--- src/rtl/controlador_display.sv ---
// Scan controller for a 4-digit common-anode seven-segment display.
// One shared hex decoder, per-slot dead-time blanking, and display updates only at frame boundaries.
module controlador_display #(
    parameter int PRESCALE     = 50000,
    parameter int BLANK_CYCLES = 16
) (
    input  logic        clk,
    input  logic        reset,
    input  logic [15:0] valor,
    input  logic [3:0]  dp,
    input  logic        supr_ceros,
    input  logic        carga,
    output logic [7:0]  seg,
    output logic [3:0]  anodo,
    output logic        fin_trama
);

    localparam int CNT_W = (PRESCALE > 1) ? $clog2(PRESCALE) : 1;
    localparam logic [CNT_W-1:0] CNT_MAX   = CNT_W'(PRESCALE - 1);
    localparam logic [CNT_W-1:0] BLANK_END = CNT_W'(BLANK_CYCLES);

    logic [CNT_W-1:0] cnt;
    logic [1:0]       idx;
    logic             fin_slot;
    logic             frontera;

    logic [15:0] sh_valor;
    logic [3:0]  sh_dp;
    logic        sh_supr;
    logic        pend;

    logic [15:0] d_valor;
    logic [3:0]  d_dp;
    logic        d_supr;

    logic [3:0]  nib;
    logic [3:0]  cero;
    logic [3:0]  blanco;
    logic [7:0]  patron;

    // Active-low gfedcba pattern for one hex digit.
    function automatic logic [6:0] hex_a_seg(input logic [3:0] n);
        logic [6:0] s;
        case (n)
            4'h0: s = 7'h40;
            4'h1: s = 7'h79;
            4'h2: s = 7'h24;
            4'h3: s = 7'h30;
            4'h4: s = 7'h19;
            4'h5: s = 7'h12;
            4'h6: s = 7'h02;
            4'h7: s = 7'h78;
            4'h8: s = 7'h00;
            4'h9: s = 7'h10;
            4'hA: s = 7'h08;
            4'hB: s = 7'h03;
            4'hC: s = 7'h46;
            4'hD: s = 7'h21;
            4'hE: s = 7'h06;
            default: s = 7'h0E;
        endcase
        return s;
    endfunction

    assign fin_slot = (cnt == CNT_MAX);
    assign frontera = fin_slot && (idx == 2'd3);

    always_ff @(posedge clk or posedge reset) begin
        if (reset) begin
            cnt <= '0;
            idx <= 2'd0;
        end else if (fin_slot) begin
            cnt <= '0;
            idx <= idx + 2'd1;
        end else begin
            cnt <= cnt + 1'b1;
        end
    end

    // A strobe on the boundary cycle bypasses the shadow so it is not delayed a whole frame.
    always_ff @(posedge clk or posedge reset) begin
        if (reset) begin
            sh_valor  <= '0;
            sh_dp     <= '0;
            sh_supr   <= 1'b0;
            pend      <= 1'b0;
            d_valor   <= '0;
            d_dp      <= '0;
            d_supr    <= 1'b0;
            fin_trama <= 1'b0;
        end else begin
            fin_trama <= frontera;
            if (carga) begin
                sh_valor <= valor;
                sh_dp    <= dp;
                sh_supr  <= supr_ceros;
            end
            if (frontera) begin
                pend <= 1'b0;
                if (carga) begin
                    d_valor <= valor;
                    d_dp    <= dp;
                    d_supr  <= supr_ceros;
                end else if (pend) begin
                    d_valor <= sh_valor;
                    d_dp    <= sh_dp;
                    d_supr  <= sh_supr;
                end
            end else if (carga) begin
                pend <= 1'b1;
            end
        end
    end

    always_comb begin
        for (int i = 0; i < 4; i++) begin
            cero[i] = (d_valor[4*i +: 4] == 4'h0);
        end
        blanco[0] = 1'b0;
        blanco[3] = d_supr & cero[3];
        blanco[2] = blanco[3] & cero[2];
        blanco[1] = blanco[2] & cero[1];
        nib       = d_valor[{idx, 2'b00} +: 4];
        patron    = {~d_dp[idx], blanco[idx] ? 7'h7F : hex_a_seg(nib)};
    end

    // Output register: lags the counters by one cycle, dark during the dead-time window.
    always_ff @(posedge clk or posedge reset) begin
        if (reset) begin
            seg   <= 8'hFF;
            anodo <= 4'b1111;
        end else if (cnt < BLANK_END) begin
            seg   <= 8'hFF;
            anodo <= 4'b1111;
        end else begin
            seg   <= patron;
            anodo <= ~(4'b0001 << idx);
        end
    end

endmodule

--- config.mk ---
export PLATFORM = sky130hd
export DESIGN_NAME = controlador_display
export DESIGN_NICKNAME = d
export VERILOG_FILES = /design/src/rtl/controlador_display.sv
export SDC_FILE = /design/constraint.sdc
export NUM_CORES = 1
export LEC_CHECK = 0
export BUFFER_PORTS_ARGS = -buffer_cell sky130_fd_sc_hd__buf_2
export CAP_MARGIN = 20
export CORE_ASPECT_RATIO = 0.75
export CORE_UTILIZATION = 45
export DETAILED_ROUTE_END_ITERATION = 12
export GPL_ROUTABILITY_DRIVEN = 0
export REMOVE_ABC_BUFFERS = 1
export SLEW_MARGIN = 5
export SYNTH_ARGS = -nofsm -noshare
export SYNTH_HDL_FRONTEND = slang
export SYNTH_SLANG_ARGS = --single-unit
--- constraint.sdc ---
create_clock -name clk -period 2.27 [get_ports clk]
set_input_delay 0.227 -clock clk [delete_from_list [all_inputs] [get_ports clk]]
set_output_delay 0.227 -clock clk [all_outputs]
set_load 0.01 [all_outputs]
==> results.py, run 1 <==
metrics = {
    "routing": {
        "vias_per_cell": 5.159,
        "wl_per_cell_um": 15.78,
        "postRouteAntennaNets": 0,
        "drc": 0,
        "vias": 2115,
        "drtIter0Drc": 104,
        "routed_wl_um": 6470,
        "first_pass_iters": 4,
    },
    "timing": {
        "period_share": 0.9692,
        "max_clock_freq_mhz": 454.5,
        "setup_viol": 0,
        "finalHoldViolCount": 0,
        "period_minus_slack_ps": 2200,
        "slew_violations": 0,
        "clock_skew_ps": 8.823,
        "max_slew.worst_pin.slew_ps": 565.6,
        "rsz0062_at_grt": "false",
        "slew_headroom": 0.6224,
    },
    "floorplan": {
        "initial_core_util": 0.4657,
        "fp-row-count": 27,
        "ios": 37,
        "core-area_um2": 7365,
        "dieArea_um2": 7978,
        "die_y_um": 77.61,
        "die_w_um": 102.8,
    },
    "clock_network": {
        "clkSinkCount": 74,
        "post_cts_buffers": 0,
        "cts_tree": "yes",
        "cts_buffers": 9,
        "clk_pin_slew_worst_paths_ps": 80,
        "insertion_delay_ps": 350,
        "cts_buffer_depth": 2,
        "htree_levels": 3,
        "root_buffer": "clkbuf_8",
    },
    "synth": {
        "synth_area_um2": 3430,
        "yosys.area.top_type": "dfrtp_1",
        "yosysTopAreaCellShare": 0.4524,
        "synth_top_family_by_area": "multiplexers",
        "syn_inst": 256,
        "ys_seq_area_frac": 0.5443,
        "syn-mean-instance-area_um2": 13.40,
        "synth_compound_area_frac": 0.03502,
        "synth-xor-area-share": 0.04341,
        "synthSimpleGateAreaFrac": 0.1047,
        "synth_fa_ha_area_frac": 0.04013,
        "ys_seq_elements": 74,
        "synthTopCellsByArea": "dfrtp_1 45%, dfstp_2 9.2%, mux2_4 8.8%",
        "muxShareOfSynthArea": 0.2087,
        "yosysWarnings": 0,
        "yosysUniqueCellTypes": 39,
    },
    "cells_and_area": {
        "areaGrowthSynthToFinish_pct": 17.62,
        "final_core_util": 0.5477,
        "drive_gt1_frac": 0.4272,
        "fin_cells": 410,
        "multi_input_area_um2": 1511,
        "fill_cells": 658,
        "diodes": 0,
        "seq_area_um2": 1867,
        "final_net_count": 339,
    },
    "grt": {
        "grt_overflow": 0,
        "grt_max_degree": 50,
        "grt_usage": 0.1775,
        "grt_antenna_before_repair": 0,
        "grt_pass1_wl_um": 10460,
        "grt_pass1_vias": 2042,
    },
    "placement": {
        "hpwl_um": 4254,
        "io_buffers": 36,
        "placed_cells": 391,
    },
    "power_and_ir_drop": {
        "total_power_uw": 2706,
        "power_density_nw_per_um2": 670.8,
        "ir_drop_uv": 329.8,
        "total_leakage_power_uw": 0.001886,
    },
    "setup_path": {
        "critPathKind": "flip-flop to flip-flop",
        "path_max_fanout": 6,
        "required_ps": 2500,
        "endpoint_kind": "flip-flop",
        "worstPathArrival_ps": 2430,
        "startpoint_type": "flip-flop",
    },
    "run": {
        "drv_cap": 0,
    },
    "hold_path": {
        "worstHoldPathType": "input port to flip-flop",
    },
    "status": {
        "status": "finished, final reports clean",
    },
}
-- critical path, stage by stage (launching register included) --
cell	delay [ps]
dfrtp_1	390
ha_2	220
nand3_2	110
or3_4	440
or4_4	590
mux2_4	330
-- report_power, final --
group,internal (uW),total [uW],switching [uW],leakage (uW)
clock network,730,1230,499,0.000120
logic,54.9,115,59.6,0.000843
registers,1350,1360,8.24,0.000924
-- layer usage --
layer	track usage	vias up	wire length [um]
met5	0	-	0
met4	0.07606	0	115
met1	0.2693	1044	3429
met2	0.2340	46	2645
li1	-	1014	-
met3	0.04955	11	280
-- cell usage in the layout (no fill, tap or decap), types with 2 or more instances in the layout --
master	n
or4_4	3
nand2_1	17
nor3b_1	2
clkbuf_8	9
nor2_1	10
mux2_2	24
nor4_1	5
buf_2	36
xor2_1	10
or2_2	2
nand3_1	8
o21ai_0	4
bufinv_16	3
mux4_2	6
clkinv_2	2
o31ai_1	3
buf_4	7
ha_1	10
inv_1	6
o211ai_1	3
dfrtp_1	62
dfstp_2	12
and3_1	5
a21oi_1	6
nand4_1	5
nor3_1	4
mux2_4	20
xnor2_1	7
-- path summary, 6_finish.rpt --
path                           from           to  slack [ps]  cells past startpoint
max in group asynchronous     reset      d_dp[1]        1130                      4
min in group asynchronous     reset    fin_trama         480                      3
setup / recovery             cnt[0]      d_dp[0]          70                      5
hold reg to reg              cnt[0]       cnt[0]         490                      1
setup reg to reg             cnt[0]      d_dp[0]          70                      5
hold / removal             valor[9]  sh_valor[9]         120                      2
-- cell usage after synthesis --
| master | number |
|---|---|
| o21a_1 | 1 |
| nor3b_1 | 2 |
| buf_1 | 2 |
| nand4_1 | 5 |
| and4_1 | 1 |
| mux2_4 | 20 |
| and3_1 | 5 |
| xnor2_1 | 7 |
| nand2_1 | 17 |
| or2_2 | 2 |
| buf_2 | 2 |
| nor2_1 | 10 |
| nand3_1 | 8 |
| mux4_2 | 6 |
| or4_4 | 1 |
| o221ai_1 | 1 |
| o21ai_0 | 4 |
| clkbuf_1 | 4 |
| dfrtp_1 | 62 |
| buf_6 | 2 |
| a21oi_1 | 6 |
| dfstp_2 | 12 |
| nand3_2 | 1 |
| nand2b_1 | 1 |
| o31a_1 | 1 |
| xor2_1 | 10 |
| o211ai_1 | 3 |
| mux2i_1 | 1 |
| nor4_1 | 5 |
| inv_1 | 7 |
| nor2b_1 | 1 |
| mux2_2 | 24 |
| ha_1 | 11 |
| or3_1 | 1 |
| nor4_2 | 1 |
| or4_1 | 1 |
| nor3_1 | 4 |
| nand3b_1 | 1 |
| o31ai_1 | 3 |
-- through the flow --
step | setup slack (ps) | area (um^2) | TNS [ps] | hold slack [ps]
detailed placement | 52.23 | 3754 | 0 | 324.1
global route | 12.02 | 4034 | 0 | 104.4
floorplan | -123.5 | 3374 | -123.5 | 385.7
finish | 69.80 | 4034 | 0 | 122.2
global placement | 82.71 | 3754 | 0 | 303.2
CTS | 35.59 | 4004 | 0 | 104.5
-- cell families (layout without fill, tap and decap cells) --
family / count (synthesis) / after routing
flops: 74 / 74
compound gates: 19 / 19
mux: 51 / 51
buf+inv: 17 / 68
simple gates: 67 / 69
xor+xnor: 17 / 17
fa+ha+maj: 11 / 11
-- what timing repair did --
action / CTS / global route
setup endpoints to repair: 0 / 21
resized for setup: 0 / 4
endpoints found under the hold margin: 13 / 0
hold buffers: 1 / 0
-- registers in the layout, indices dropped and copies added, names as in the netlist, 2 cells and up --
name,cells
idx,2
cnt,16
d_valor,16
sh_valor,16
anodo,4
d_dp,4
sh_dp,4
seg,8
-- area by class of cell --
type / instances / share of cell area
Sequential cell: 74 / 0.4628
Multi-Input combinational cell: 167 / 0.3747
Timing Repair Buffer: 45 / 0.06514
Tap cell: 101 / 0.03133
Clock buffer: 9 / 0.03071
Clock inverter: 7 / 0.02885
Inverter: 7 / 0.006514
Power figures use the tool's default switching activity.
==> inputs of run 2 (changes only) <==
--- a/config.mk
+++ b/config.mk
@@ -11,7 +11,6 @@
 export CORE_UTILIZATION = 45
 export DETAILED_ROUTE_END_ITERATION = 12
 export GPL_ROUTABILITY_DRIVEN = 0
-export REMOVE_ABC_BUFFERS = 1
 export SLEW_MARGIN = 5
 export SYNTH_ARGS = -nofsm -noshare
 export SYNTH_HDL_FRONTEND = slang
==> constraint.sdc (replaced) <==
create_clock -name clk -period 2.8 [get_ports clk]
set_input_delay 0.28 -clock clk [delete_from_list [all_inputs] [get_ports clk]]
set_output_delay 0.28 -clock clk [all_outputs]
set_load 0.01 [all_outputs]
==> results.py, run 2 (synthesized netlist as in run 1, its figures left out) <==
metrics = {
    "timing": {
        "max_clock_freq_mhz": 447.2,
        "setup_viol": 0,
        "period_share": 0.7986,
        "slew_violations": 0,
        "slew_headroom": 0.7190,
        "fin_tns_setup_ps": 0,
        "max_slew.worst_pin.slew_ps": 417.7,
        "finalHoldViolCount": 0,
        "clock_skew_ps": 13.10,
        "rsz0062_at_grt": "false",
        "period_minus_slack_ps": 2236,
    },
    "floorplan": {
        "initial_core_util": 0.4657,
        "core-area_um2": 7365,
        "die_y_um": 77.61,
        "ios": 37,
        "die_w_um": 102.8,
        "dieArea_um2": 7978,
        "fp-row-count": 27,
    },
    "grt": {
        "grt_overflow": 0,
        "grt_antenna_before_repair": 0,
        "grt_pass1_wl_um": 10250,
        "grt_max_degree": 75,
        "grt_pass1_vias": 1991,
        "grt_usage": 0.1744,
    },
    "power_and_ir_drop": {
        "power_density_nw_per_um2": 509.7,
        "ir_drop_uv": 458.7,
        "total_leakage_power_uw": 0.001834,
    },
    "setup_path": {
        "startpoint_type": "flip-flop",
        "critPathKind": "flip-flop to flip-flop",
        "path_max_fanout": 21,
        "required_ps": 3020,
        "worstPathArrival_ps": 2460,
        "endpoint_kind": "flip-flop",
        "r2r_cells": 5,
    },
    "cells_and_area": {
        "final_design_area_no_fill_um2": 3916,
        "mostFrequentLayoutCells": "62 x dfrtp_1, 36 x buf_2, 24 x mux2_2",
        "final_net_count": 332,
        "drive_gt1_frac": 0.4106,
        "fill_cells": 670,
        "final_common_cell": "dfrtp_1",
        "largestRegisters": "cnt (16), d_valor (16), sh_valor (16)",
        "diodes": 0,
        "areaGrowthSynthToFinish_pct": 14.19,
    },
    "routing": {
        "routed_wl_um": 6100,
        "postRouteAntennaNets": 0,
        "vias": 2078,
        "drc": 0,
        "vias_per_cell": 5.156,
        "first_pass_iters": 4,
        "drtIter0Drc": 95,
        "wl_per_cell_um": 15.14,
    },
    "clock_network": {
        "holdBufCountCts": 0,
        "cts_buffer_depth": 2,
        "cts_buffers": 9,
        "htree_levels": 3,
        "post_cts_resized": 0,
        "cts_tree": "yes",
        "root_buffer": "clkbuf_8",
        "clk_pin_slew_worst_paths_ps": 70,
        "clkSinkCount": 74,
        "post_cts_buffers": 0,
        "insertion_delay_ps": 340,
    },
    "run": {
        "drv_cap": 0,
    },
    "synth": {
        "synth.net_count": 291,
    },
    "placement": {
        "placed_cell_area_um2": 3724,
        "io_buffers": 36,
        "hpwl_um": 4247,
    },
    "status": {
        "status": "finished, final reports clean",
    },
    "hold_path": {
        "worstHoldPathType": "input port to asynchronous set/reset pin",
    },
}
## run 2: routing by layer
metal	vias to the layer above	global-route usage	wire length, um
met3	11	0.04865	272
met4	0	0.06338	93
met2	47	0.2187	2419
met5	-	0	0
li1	991	-	-
met1	1029	0.2796	3315
## run 2: worst paths after layout
check / startpoint / to / slack, ps
setup / recovery: cnt[0] / d_valor[8] / 560
hold / removal: reset / sh_valor[11] / 8
setup reg to reg: cnt[0] / d_valor[8] / 560
hold reg to reg: cnt[0] / cnt[0] / 480
max in group asynchronous: reset / seg[7] / 2450
min in group clk: valor[12] / sh_valor[12] / 190
## run 2: worst max-delay path: stages (launching register included)
cell and delay (ps):
dfrtp_1 380, ha_1 220, nand3_2 120, or3_1 370, or4_4 640, mux2_4 370
## run 2: final cells by class
class,count,area [um^2],area share
clock buffers,9,123.9,0.03163
inverters,7,26.28,0.006709
multi-input cells,165,1481,0.3783
flip-flops and latches,74,1867,0.4767
repair buffers,40,222.7,0.05687
well taps,101,126.4,0.03227
clock inverters,7,68.82,0.01757
## run 2: per-stage QoR
| stage | hold slack [ps] | instances | utilization | setup slack [ps] | power, uW |
|---|---|---|---|---|---|
| floorplan | 445.4 | 256 | - | 658.2 | 1182 |
| global placement | 389.5 | 387 | 0.5056 | 597.9 | 1219 |
| detailed placement | 388.9 | 387 | 0.5056 | 556.7 | 1222 |
| CTS | 14.40 | 403 | 0.5318 | 541.4 | 2026 |
| global route | 34.22 | 403 | 0.5318 | 458.0 | 2085 |
| finish | 7.961 | 403 | 0.5318 | 563.9 | 1996 |
## run 2: where the power goes
| part | internal, uW | switching [uW] |
|---|---|---|
| Combinational | 43.8 | 48.2 |
| Sequential | 1100 | 6.88 |
| Clock | 409 | 389 |
| Total | 1550 | 444 |
==> inputs of run 3 (changes only) <==
--- a/config.mk
+++ b/config.mk
@@ -11,6 +11,7 @@
 export CORE_UTILIZATION = 45
 export DETAILED_ROUTE_END_ITERATION = 12
 export GPL_ROUTABILITY_DRIVEN = 0
+export PLACE_DENSITY = 0.66
 export SLEW_MARGIN = 5
 export SYNTH_ARGS = -nofsm -noshare
 export SYNTH_HDL_FRONTEND = slang
==> constraint.sdc (replaced) <==
create_clock -name clk -period 1.9 [get_ports clk]
set_input_delay 0.19 -clock clk [delete_from_list [all_inputs] [get_ports clk]]
set_output_delay 0.19 -clock clk [all_outputs]
set_load 0.01 [all_outputs]
==> results.py, run 3 (synthesized netlist as in run 1, its figures left out) <==
metrics = {
    "setup_path": {
        "worst-path-buf-inv": 1,
        "cp_slowest_cell": "or4_4",
        "worstPathArrival_ps": 2280,
        "path_max_fanout": 21,
        "crit_path_max_incr_delay_ps": 440,
        "crit_end": "d_valor[1]",
        "required_ps": 2130,
        "rr_startpoint": "cnt[1]",
        "r2r_cells": 6,
        "crit_path_start": "cnt[1]",
        "cp_num_cells": 6,
        "endpoint_kind": "flip-flop",
        "startpoint_type": "flip-flop",
        "r2r_end": "d_valor[1]",
        "critPathKind": "flip-flop to flip-flop",
        "timing.reg2reg.setup_slack_ps": -150,
        "cp_top_family": "simple AND/OR/NAND/NOR gates",
        "crit_chain": "ha_2 > nand3_2 > or3_1 > or4_4 > buf_12 > mux2_4",
    },
    "cells_and_area": {
        "fill_cells": 595,
        "areaGrowthSynthToFinish_pct": 28.68,
        "diodes": 0,
        "seq_area_um2": 1868,
        "drive_gt1_frac": 0.4942,
        "final_net_count": 372,
        "largestRegisters": "cnt (16), d_valor (16), sh_valor (16)",
        "mostFrequentLayoutCells": "61 x dfrtp_1, 37 x buf_2, 34 x buf_4",
        "final_design_area_no_fill_um2": 4413,
        "multi_input_area_um2": 1572,
        "final_common_cell": "dfrtp_1",
    },
    "timing": {
        "max_slew.worst_pin.slew_ps": 575.2,
        "clock_skew_ps": 9.165,
        "slew_violations": 0,
        "rsz0062_at_grt": "true",
        "finalHoldViolCount": 0,
        "period_minus_slack_ps": 2048,
        "hold-worst-slack_ps": 99.93,
        "layout_setup_ws_ps": -147.9,
        "period_share": 1.078,
        "max_clock_freq_mhz": 488.3,
        "setup_viol": 21,
        "slew_headroom": 0.6157,
    },
    "grt": {
        "met3_usage": 0.04324,
        "grt_pass1_vias": 2148,
        "gr-usage-met2": 0.2493,
        "grt_max_degree": 28,
        "use_met1": 0.2879,
        "grt_overflow": 0,
        "grt_antenna_before_repair": 0,
        "grt_pass1_wl_um": 10990,
        "grt_usage": 0.1860,
        "busiest_layer": "met1",
    },
    "hold_path": {
        "worstHoldPathType": "input port to flip-flop",
    },
    "power_and_ir_drop": {
        "total_leakage_power_uw": 0.002103,
        "ir_drop_uv": 345.0,
        "power_density_nw_per_um2": 759.0,
    },
    "routing": {
        "first_pass_iters": 4,
        "drc": 0,
        "wl_per_cell_um": 15.79,
        "vias": 2261,
        "routed_wl_um": 6993,
        "drtIter0Drc": 110,
        "vias_per_cell": 5.104,
        "postRouteAntennaNets": 0,
    },
    "run": {
        "drv_cap": 0,
    },
    "floorplan": {
        "ios": 37,
        "core-area_um2": 7365,
        "die_w_um": 102.8,
        "dieArea_um2": 7978,
        "die_y_um": 77.61,
        "fp-row-count": 27,
        "initial_core_util": 0.4657,
    },
    "clock_network": {
        "htree_levels": 3,
        "clk_pin_slew_worst_paths_ps": 80,
        "insertion_delay_ps": 340,
        "cts_buffers": 9,
        "root_buffer": "clkbuf_8",
        "clkSinkCount": 74,
        "cts_tree": "yes",
        "cts_buffer_depth": 2,
    },
    "placement": {
        "io_buffers": 36,
        "hpwl_um": 4740,
        "placed_cell_area_um2": 3995,
    },
    "status": {
        "violations": "negative setup slack",
        "status": "complete, but fails checks",
    },
    "synth": {
        "synth.net_count": 291,
    },
}
[run 3: changes by cell type in the layout (fill, tap and decap cells not counted), sizes merged]
cell         delta
buf            +38
bufinv          +3
clkinv          -3
clkbuf          +2
inv             -2
dlygate4sd3     +1
mux4            +1
[run 3: cell type report]
class                   instances  share of cell area
flip-flops and latches         74              0.4233
multi-input cells             166              0.3561
repair buffers                 79              0.1259
clock buffers                  11             0.02977
clock inverters                 5             0.02892
well taps                     101             0.02864
inverters                       7            0.007372
[run 3: worst min path at each step]
stage | startpoint | end | slack, ps | cells past startpoint
after floorplan | valor[15] | sh_valor[15] | 360 | 1
after global placement | reset | cnt[15] | 280 | 2
after detailed placement | reset | cnt[15] | 280 | 2
after CTS | valor[0] | sh_valor[0] | 80 | 2
after global routing | valor[9] | sh_valor[9] | 90 | 2
final | valor[0] | sh_valor[0] | 100 | 2
[run 3: routing by layer]
layer / wire (um) / up-vias / share of wire
li1: - / 1076 / -
met1: 3569 / 1104 / 0.51
met2: 2932 / 69 / 0.42
met3: 335 / 12 / 0.048
met4: 154 / 0 / 0.022
met5: 0 / - / 0
[run 3: timing repair]
item | 4_1_cts | 5_1_grt
pin swaps | 0 | 5
resized for setup | 4 | 15
hold endpoints to repair | 22 | 0
endpoints found under the setup margin | 27 | 32
buffers inserted | 1 | 4
hold buffers | 1 | 0
gates cloned | 0 | 2
[run 3: per-stage QoR]
stage | total power [uW] | utilization | TNS (ps) | setup WS, ps | cells
after global routing | 3465 | 0.5992 | -4282 | -213.8 | 443
after detailed placement | 1807 | 0.5425 | -3153 | -158.4 | 419
after floorplan | 1743 | - | -2846 | -142.3 | 256
after global placement | 1801 | 0.5425 | -2147 | -101.8 | 419
after CTS | 3393 | 0.5819 | -3065 | -158.3 | 437
final | 3349 | 0.5992 | -2877 | -147.9 | 443
[run 3: power by group]
| part | internal [uW] | total (uW) | switching [uW] |
|---|---|---|---|
| Sequential | 1620 | 1630 | 10.2 |
| Clock | 1010 | 1580 | 569 |
| Combinational | 70.0 | 144 | 73.8 |
